### src/rtl/hello_pkg.sv
// Shared definitions for the hello stream arbiter and the hello detector it feeds:
// byte width, one-hot arbiter states and the characters of the target word.
package hello_pkg;

    localparam int BYTE_W    = 8;
    localparam int HELLO_LEN = 5;

    localparam logic [BYTE_W-1:0] CHAR_H = 8'h68;
    localparam logic [BYTE_W-1:0] CHAR_E = 8'h65;
    localparam logic [BYTE_W-1:0] CHAR_L = 8'h6c;
    localparam logic [BYTE_W-1:0] CHAR_O = 8'h6f;

    typedef enum logic [2:0] {
        ST_IDLE  = 3'b001,
        ST_CLEAR = 3'b010,
        ST_BURST = 3'b100
    } state_e;

    // Expected character at position idx of "hello"; positions past the end map to 'o'.
    function automatic logic [BYTE_W-1:0] hello_char(input int idx);
        logic [BYTE_W-1:0] c;
        case (idx)
            0:       c = CHAR_H;
            1:       c = CHAR_E;
            2, 3:    c = CHAR_L;
            default: c = (idx >= HELLO_LEN - 1) ? CHAR_O : CHAR_H;
        endcase
        return c;
    endfunction

endpackage

### src/rtl/rr_arbiter.sv
// Combinational round-robin pick: the first requester after last_grant_i, wrapping
// around, reported both as a one-hot vector and as an index.
module rr_arbiter #(
    parameter int NUM_SRC = 4,
    parameter int SRC_W   = 2
) (
    input  logic [NUM_SRC-1:0] req_i,
    input  logic [SRC_W-1:0]   last_grant_i,
    output logic [NUM_SRC-1:0] grant_o,
    output logic [SRC_W-1:0]   grant_idx_o
);

    logic [SRC_W-1:0] idx;

    // Scan from farthest to nearest so the nearest requester after last_grant wins.
    always_comb begin
        grant_o     = '0;
        grant_idx_o = '0;
        idx         = '0;
        for (int k = NUM_SRC; k >= 1; k--) begin
            idx = SRC_W'((int'(last_grant_i) + k) % NUM_SRC);
            if (req_i[idx]) begin
                grant_o      = '0;
                grant_o[idx] = 1'b1;
                grant_idx_o  = idx;
            end
        end
    end

endmodule

### src/rtl/hello_stream_arbiter.sv
// Shares one "hello" detector between NUM_SRC byte streams: grants a whole burst at a
// time, clears the detector before each burst and tags every match with its source.
module hello_stream_arbiter
    import hello_pkg::*;
#(
    parameter int  NUM_SRC      = 4,
    parameter int  IDLE_TIMEOUT = 16,
    localparam int SRC_W        = (NUM_SRC > 1) ? $clog2(NUM_SRC) : 1
) (
    input  logic                      sys_clk,
    input  logic                      reset,
    input  logic [NUM_SRC*BYTE_W-1:0] src_data,
    input  logic [NUM_SRC-1:0]        src_valid,
    input  logic [NUM_SRC-1:0]        src_last,
    output logic [NUM_SRC-1:0]        src_ready,
    output logic [BYTE_W-1:0]         det_data,
    output logic                      det_valid,
    output logic                      det_clear,
    input  logic                      check_ok,
    output logic                      match_valid,
    output logic [SRC_W-1:0]          match_src,
    output logic [SRC_W-1:0]          grant_id,
    output logic                      busy,
    output logic [7:0]                timeout_cnt
);

    localparam int CNT_W = $clog2(IDLE_TIMEOUT) + 1;

    state_e             state_q, state_d;
    logic [SRC_W-1:0]   grant_id_q, grant_id_d;
    logic [SRC_W-1:0]   last_grant_q, last_grant_d;
    logic [CNT_W-1:0]   idle_cnt_q, idle_cnt_d;
    logic [7:0]         timeout_cnt_q, timeout_cnt_d;
    logic [BYTE_W-1:0]  det_data_q, det_data_d;
    logic               det_valid_q, det_valid_d;
    logic [SRC_W-1:0]   fwd_src_q;
    logic               check_ok_q;
    logic               match_valid_q;
    logic [SRC_W-1:0]   match_src_q;

    logic [NUM_SRC-1:0] arb_grant;
    logic [SRC_W-1:0]   arb_idx;
    logic               arb_any;
    logic [BYTE_W-1:0]  cur_byte;
    logic               cur_valid;
    logic               cur_last;
    logic               match_rise;

    rr_arbiter #(
        .NUM_SRC (NUM_SRC),
        .SRC_W   (SRC_W)
    ) u_rr_arbiter (
        .req_i        (src_valid),
        .last_grant_i (last_grant_q),
        .grant_o      (arb_grant),
        .grant_idx_o  (arb_idx)
    );

    assign arb_any    = |arb_grant;
    assign cur_valid  = src_valid[grant_id_q];
    assign cur_last   = src_last[grant_id_q];
    assign match_rise = check_ok & ~check_ok_q;

    always_comb begin
        cur_byte = '0;
        for (int i = 0; i < NUM_SRC; i++) begin
            if (grant_id_q == SRC_W'(i)) begin
                cur_byte = src_data[i*BYTE_W +: BYTE_W];
            end
        end
    end

    always_comb begin
        src_ready = '0;
        if (state_q == ST_BURST) begin
            src_ready[grant_id_q] = 1'b1;
        end
    end

    // A byte arriving on the last idle cycle is accepted, so it wins over the timeout.
    always_comb begin
        state_d       = state_q;
        grant_id_d    = grant_id_q;
        last_grant_d  = last_grant_q;
        idle_cnt_d    = idle_cnt_q;
        timeout_cnt_d = timeout_cnt_q;
        det_data_d    = det_data_q;
        det_valid_d   = 1'b0;
        case (state_q)
            ST_IDLE: begin
                if (arb_any) begin
                    grant_id_d   = arb_idx;
                    last_grant_d = arb_idx;
                    state_d      = ST_CLEAR;
                end
            end
            ST_CLEAR: begin
                idle_cnt_d = '0;
                state_d    = ST_BURST;
            end
            ST_BURST: begin
                if (cur_valid) begin
                    det_data_d  = cur_byte;
                    det_valid_d = 1'b1;
                    idle_cnt_d  = '0;
                    if (cur_last) begin
                        state_d = ST_IDLE;
                    end
                end else if (idle_cnt_q == CNT_W'(IDLE_TIMEOUT - 1)) begin
                    state_d = ST_IDLE;
                    if (timeout_cnt_q != 8'hFF) begin
                        timeout_cnt_d = timeout_cnt_q + 8'd1;
                    end
                end else begin
                    idle_cnt_d = idle_cnt_q + CNT_W'(1);
                end
            end
            default: state_d = ST_IDLE;
        endcase
    end

    always_ff @(posedge sys_clk or posedge reset) begin
        if (reset) begin
            state_q       <= ST_IDLE;
            grant_id_q    <= '0;
            last_grant_q  <= SRC_W'(NUM_SRC - 1);
            idle_cnt_q    <= '0;
            timeout_cnt_q <= '0;
            det_data_q    <= '0;
            det_valid_q   <= 1'b0;
            fwd_src_q     <= '0;
            check_ok_q    <= 1'b0;
            match_valid_q <= 1'b0;
            match_src_q   <= '0;
        end else begin
            state_q       <= state_d;
            grant_id_q    <= grant_id_d;
            last_grant_q  <= last_grant_d;
            idle_cnt_q    <= idle_cnt_d;
            timeout_cnt_q <= timeout_cnt_d;
            det_data_q    <= det_data_d;
            det_valid_q   <= det_valid_d;
            check_ok_q    <= check_ok;
            match_valid_q <= match_rise;
            if (det_valid_q) begin
                fwd_src_q <= grant_id_q;
            end
            if (match_rise) begin
                match_src_q <= fwd_src_q;
            end
        end
    end

    assign det_data    = det_data_q;
    assign det_valid   = det_valid_q;
    assign det_clear   = (state_q == ST_CLEAR);
    assign busy        = (state_q == ST_CLEAR) || (state_q == ST_BURST);
    assign match_valid = match_valid_q;
    assign match_src   = match_src_q;
    assign grant_id    = grant_id_q;
    assign timeout_cnt = timeout_cnt_q;

endmodule

### config.mk
export PLATFORM = sky130hd
export DESIGN_NAME = hello_stream_arbiter
export DESIGN_NICKNAME = d
export VERILOG_FILES = /design/src/rtl/hello_pkg.sv /design/src/rtl/rr_arbiter.sv /design/src/rtl/hello_stream_arbiter.sv
export SDC_FILE = /design/constraint.sdc
export NUM_CORES = 1
export LEC_CHECK = 0
export CAP_MARGIN = 10
export CORE_MARGIN = 2
export CORE_UTILIZATION = 47
export CTS_CLUSTER_SIZE = 24
export DETAILED_ROUTE_END_ITERATION = 10
export PLACE_DENSITY = 0.8
export REMOVE_ABC_BUFFERS = 1
export SETUP_SLACK_MARGIN = 0.3
export SLEW_MARGIN = 20
export SYNTH_ARGS = -nofsm -noshare
export SYNTH_HDL_FRONTEND = slang
export SYNTH_HIERARCHICAL = 1
export SYNTH_SLANG_ARGS = --single-unit
### constraint.sdc
create_clock -name sys_clk -period 4.6 [get_ports sys_clk]
set_clock_uncertainty 0.2 [all_clocks]
set_input_delay 0.92 -clock sys_clk [delete_from_list [all_inputs] [get_ports sys_clk]]
set_output_delay 0.92 -clock sys_clk [all_outputs]
set_load 0.005 [all_outputs]
==> results.yml, run 1 <==
timing:
  drv_slew: 0
  fmax_ghz: 0.272
  rsz0062_at_grt: "no"
  hold_viol: 0
  slew_headroom_pct: 40.9
  tightest_slew_ps: 886
  period_minus_slack_ps: 3670
  fin_setup_tns_ps: 0
  setup_viol: 0
  period_share_pct: 79.8
setup_path:
  worstReg2RegStart: "last_grant_q[0]"
  worstPathArrival_ps: 3650
  rr_endpoint: "grant_id[1]"
  r2r_setup_slack_ps: 930
  critPathKind: "reg2reg"
  timing.critical_path.from_type: "register"
  cp-endpoint: "grant_id[1]"
  required_ps: 4580
  end_kind: "register"
  crit_start: "last_grant_q[0]"
  r2r_cells: 9
  path_max_fanout: 16
die:
  rows: 25
  die_height_um: 74.3
  start_util_pct: 48.8
  die-area_sq_um: 5510
  pin_count: 71
  coreArea_sq_um: 4750
  die_x_um: 74.3
pwr:
  p_int_w: 0.00103
  p_leak_nw: 1.30
  powerDensity_nw_per_um2: 524
  p_switching_w: 0.000613
  vdd_drop_max_v: 0.000331
  clkPwrFrac_pct: 13.9
  p_seq_share_pct: 34.5
  combinationalPowerShare_pct: 51.6
  sw_frac_of_total_pct: 37.3
detailed_routing:
  vias_per_cell: 5.55
  drt_iter0_markers: 88
  wl_per_cell_um: 15.5
  dr.pass1.iters: 4
  drc: 0
  ant_nets: 0
  num_vias: 1848
  finalWirelength_mm: 5.17
final_layout:
  area_growth_pct: 35.3
  mostFrequentLayoutCells: "clkdlybuf4s50_1 (70), dfrtp_1 (32), mux2_2 (19)"
  diodes: 0
  final_layout_size_suffix_gt1_share_pct: 19.9
  final_cells: 333
  finalNetCount: 317
  post-route-util_pct: 66.0
  final_common_cell: "clkdlybuf4s50_1"
clock_network:
  clk_path_buf_depth: 2
  clock-sinks: 35
  cts_root_buf: "clkbuf_8"
  path_clk_slew_ps: 80
  cts_htree_levels: 2
  clk_latency_ps: 290
  cts_buffers: 5
  post-cts-setup-buffers: 0
  holdBufCountCts: 0
  tritoncts: "done"
  cts_resized: 0
placed_design:
  io_buffer_count: 70
  gp_congestion: 0.856
  hpwl_mm: 3.91
  dp_cells: 325
synthesis:
  synthMuxAreaShare_pct: 24.8
  synth_fa_ha_area_share_pct: 4.85
  synth-simple-area-share_pct: 15.9
  syn_avg_cell_area_sq_um: 11.7
  synthXorXnorAreaFrac_pct: 2.27
  synth-main-ff-cell: "dfrtp_1"
  synth_top_family_by_area: "multiplexers"
  synth_compound_area_share_pct: 9.60
  synth_area_leaders: "dfrtp_1 (35%), mux4_2 (12%), mux2_2 (9.2%)"
  synth_cells: 198
  yosysWarnings: 6
  netlist.area_leader.share_pct: 34.5
  synth-edff-count: 0
  async_reset_ff_share_pct: 100
  synth_area_sq_um: 2320
  seq_area_frac_synth_pct: 37.9
  synth_cell_types: 49
  synth_top_cell_by_area: "dfrtp_1"
  synth_seq_cells: 35
run_status:
  outcome: "finished, final reports clean"
global_route:
  grtUsageMet1_pct: 24.6
  grt_overflow_total: 0
  grt_usage_pct: 19.9
  top_usage_layer: "met2"
  grt_max_degree: 20
  grt_use_met2_pct: 32.3
  antenna_found_initial: 0
  grt_pass1_wl_mm: 8.43
  grtUsageMet3_pct: 6.10
  grt_pass1_vias: 1844
min_path:
  holdPathStages: 1
  hold_path_class: "reg2reg"
run:
  maxCapViolations: 0
## worst max-delay path, cell delays in order (launching register included)
cell and delay, ps:
dfstp_2 740, inv_2 140, ha_1 530, mux2i_1 160, mux2i_1 510, a221oi_1 110, a21oi_1 160, nor4_1 70
nor4b_2 520, mux2_2 400
## metrics by stage
step	hold WS [ps]	setup WS (ps)	area [sq um]	power, W
floorplan	208	1300	2250	0.00112
global placement	228	817	3050	0.00141
detailed placement	235	726	3050	0.00143
CTS	247	950	3140	0.00166
global route	274	611	3140	0.00177
finish	241	929	3140	0.00164
## state kept, by name, summed over array words and instances, names as in the netlist, 2 cells and up
signal	count
grant_id	2
last_grant_q	2
idle_cnt_q	5
match_src	2
fwd_src_q	2
det_data	8
state_q	3
timeout_cnt	8
## kinds of logic after synthesis
| family | Yosys count |
|---|---|
| and+or+nand+nor | 52 |
| DFF | 35 |
| xor gates and xnor gates | 6 |
| muxes | 40 |
| buffers and inverters | 23 |
| AOI/OAI and AO/OA | 33 |
| adders and majority gates | 9 |
## cell type report
type / count / area [sq um]
Inverter: 12 / 45.0
Clock buffer: 5 / 68.8
Sequential cell: 35 / 880
Fill cell: 395 / 1620
Timing Repair Buffer: 71 / 708
Tap cell: 67 / 83.8
Multi-Input combinational cell: 140 / 1330
Clock inverter: 3 / 23.8
## power groups by stage
| stage | clock [W] | combinational [W] | sequential (W) |
|---|---|---|---|
| after detailed placement | 0 | 0.000848 | 0.000578 |
| after global routing | 0.000251 | 0.000931 | 0.000589 |
| after global placement | 0 | 0.000840 | 0.000570 |
| final | 0.000229 | 0.000849 | 0.000567 |
| after floorplan | 0 | 0.000588 | 0.000536 |
| after CTS | 0.000238 | 0.000851 | 0.000570 |
## cell usage after synthesis, types with 2 or more instances
library cell	instances
a21oi_1	10
a221oi_1	4
a31oi_1	2
and2b_1	3
and3_1	2
and4_1	2
buf_2	2
buf_6	2
clkbuf_1	4
clkbuf_2	2
dfrtp_1	32
dfstp_2	3
ha_1	9
inv_1	11
mux2_2	19
mux2i_1	9
mux4_2	12
nand2_1	9
nand3b_1	3
nand4_1	6
nor2_1	7
nor2b_1	3
nor3_1	3
o211ai_1	5
o21ai_0	2
o22ai_1	4
or3b_1	2
xnor2_1	2
xor2_1	4
## worst min-delay path by stage
stage	start	end	slack [ps]
after floorplan	check_ok_q	match_valid	210
after global placement	check_ok_q	match_valid	230
after detailed placement	check_ok_q	match_valid	240
after CTS	check_ok_q	match_valid	250
after global routing	check_ok_q	match_valid	270
final	check_ok_q	match_valid	240
## per-layer routing
layer	vias up	routed length, um
met5	-	0
met4	0	90
met3	6	403
met2	73	2440
met1	885	2240
li1	884	-
Power figures use the tool's default switching activity.
==> inputs of run 2 (changes only) <==
- clock period: 4.6 -> 3.7 ns (I/O delays scaled with it)
==> run 2 against run 1 <==
  * Via count grew 4.3%
  * Non-clock buffer count rose by 5
  * Final cell count up 1.5%
  * Setup slack worse by 490 ps
  * Flip-flop and latch count unchanged
  * Power up 33%
  * Cell area is 2.8% higher
  * Combinational power up 46%
  * First-iteration DRC count grew 20%
  * Register-to-register slack got worse by 490 ps
  * Clock power rose by 34%
  * Sequential power rose by 14%
==> results.yml, run 2 (synthesis results as in run 1) <==
setup_path:
  max_stage_delay_ps: 540
  end_kind: "register"
  worstPathArrival_ps: 3240
  critPathKind: "reg2reg"
  critical_path.cell_chain: "inv_1 -> ha_4 -> mux4_2 -> nor2b_4 -> a221oi_1 -> a21oi_1 -> nor4_2 -> nor4b_4 -> mux2_2"
  timing.critical_path.from_type: "register"
  required_ps: 3670
  slowest_stage: "dfstp_2"
  crit_start: "last_grant_q[1]"
  path_max_fanout: 8
  worstReg2RegStart: "last_grant_q[1]"
min_path:
  hold_path_class: "reg2reg"
  min-delay-start: "check_ok_q"
final_layout:
  final_layout_size_suffix_gt1_share_pct: 23.2
  multiInputGateArea_sq_um: 1370
  final_common_cell: "clkdlybuf4s50_1"
  fin_area_sq_um: 3230
  area_growth_pct: 39.1
  final_cells: 338
  regArea_sq_um: 880
  diodes: 0
  fill_cells: 372
  finalNetCount: 322
  mostFrequentLayoutCells: "clkdlybuf4s50_1 (70), dfrtp_1 (32), mux2_2 (19)"
timing:
  drv_slew: 0
  period_share_pct: 88.2
  rsz0062_at_grt: "no"
  fmax_ghz: 0.306
  period_minus_slack_ps: 3260
  slew_headroom_pct: 52.6
  hold_viol: 0
  fin_ws_ps: 436
  fin_setup_tns_ps: 0
  setup_viol: 0
  tightest_slew_ps: 712
detailed_routing:
  drt_iter0_markers: 106
  finalWirelength_mm: 5.45
  vias_per_cell: 5.70
  wl_per_cell_um: 16.1
  ant_nets: 0
  num_vias: 1927
  dr.pass1.iters: 4
  drc: 0
placed_design:
  dp_cells: 329
  gp_congestion: 0.851
  placed_area_sq_um: 3080
  io_buffer_count: 70
  dpl_worst_slack_ps: -26.2
  hpwl_mm: 4.09
global_route:
  grt_usage_pct: 20.9
  grt_max_degree: 36
  grt_pass1_wl_mm: 8.77
  grtUsageMet3_pct: 5.01
  antenna_found_initial: 0
  grt_pass1_vias: 1907
  grtUsageMet1_pct: 24.7
  grt_use_met2_pct: 37.1
  grt_overflow_total: 0
  top_usage_layer: "met2"
clock_network:
  clock-sinks: 35
  cts_root_buf: "clkbuf_8"
  clk_latency_ps: 290
  holdBufCountCts: 0
  clk_path_buf_depth: 2
  path_clk_slew_ps: 70
  cts_htree_levels: 2
  cts_buffers: 5
  tritoncts: "done"
die:
  die_height_um: 74.3
  pin_count: 71
  start_util_pct: 48.8
  die_x_um: 74.3
  rows: 25
  coreArea_sq_um: 4750
  die-area_sq_um: 5510
run_status:
  outcome: "finished, final reports clean"
pwr:
  vdd_drop_max_v: 0.000385
  powerDensity_nw_per_um2: 680
  p_leak_nw: 1.34
run:
  maxCapViolations: 0
[run 2: cell types whose count changed in the layout (fill, tap and decap cells not counted), moves of 2 or more]
cell and delta:
a21oi_1 -2, a21oi_2 +2, buf_4 +5, clkbuf_8 +2
[run 2: layer usage]
layer / up-vias / part of all wire (%)
li1: 891 / -
met1: 950 / 40
met2: 76 / 50
met3: 10 / 7.8
met4: 0 / 2.1
met5: - / 0
[run 2: path summary, 6_finish.rpt]
check	end	slack [ps]	cells after the start
max reg2reg	grant_id[0]	440	9
min	match_valid	230	1
min in group asynchronous	det_data[1]	660	3
max in group asynchronous	state_q[0]	2280	3
max	grant_id[0]	440	9
min reg2reg	match_valid	230	1
[run 2: where the power goes]
| group | switching, W | internal [W] |
|---|---|---|
| registers | 0.000135 | 0.000510 |
| logic | 0.000530 | 0.000714 |
| clock network | 0.000137 | 0.000169 |
[run 2: metrics by stage]
| stage | power (W) | hold WS [ps] | util, % |
|---|---|---|---|
| final | 0.00220 | 229 | 67.9 |
| after global routing | 0.00236 | 240 | 67.9 |
| after CTS | 0.00215 | 232 | 67.3 |
| after detailed placement | 0.00181 | 222 | 64.7 |
| after global placement | 0.00178 | 222 | 64.7 |
| after floorplan | 0.00140 | 208 | - |
[run 2: repair_timing]
item                       CTS  global route
gates resized for setup      3             4
setup endpoints to repair    4             5
buffers inserted             1             0
pin swaps                    1             1
[run 2: area by class of cell]
| class | instances | share of cell area (%) |
|---|---|---|
| Inverter | 12 | 1.40 |
| Sequential cell | 35 | 27.3 |
| Clock inverter | 1 | 0.233 |
| Tap cell | 67 | 2.60 |
| Multi-Input combinational cell | 140 | 42.4 |
| Clock buffer | 7 | 2.99 |
| Timing Repair Buffer | 76 | 23.1 |
[run 2: worst max-delay path: cells and delay by family (launching register included)]
kind | cells | cell delay, ps
DFF | 1 | 540
adders and majority gates | 1 | 370
buffers and inverters | 1 | 130
muxes | 2 | 810
and+or+nand+nor | 3 | 670
AOI/OAI and AO/OA | 2 | 430
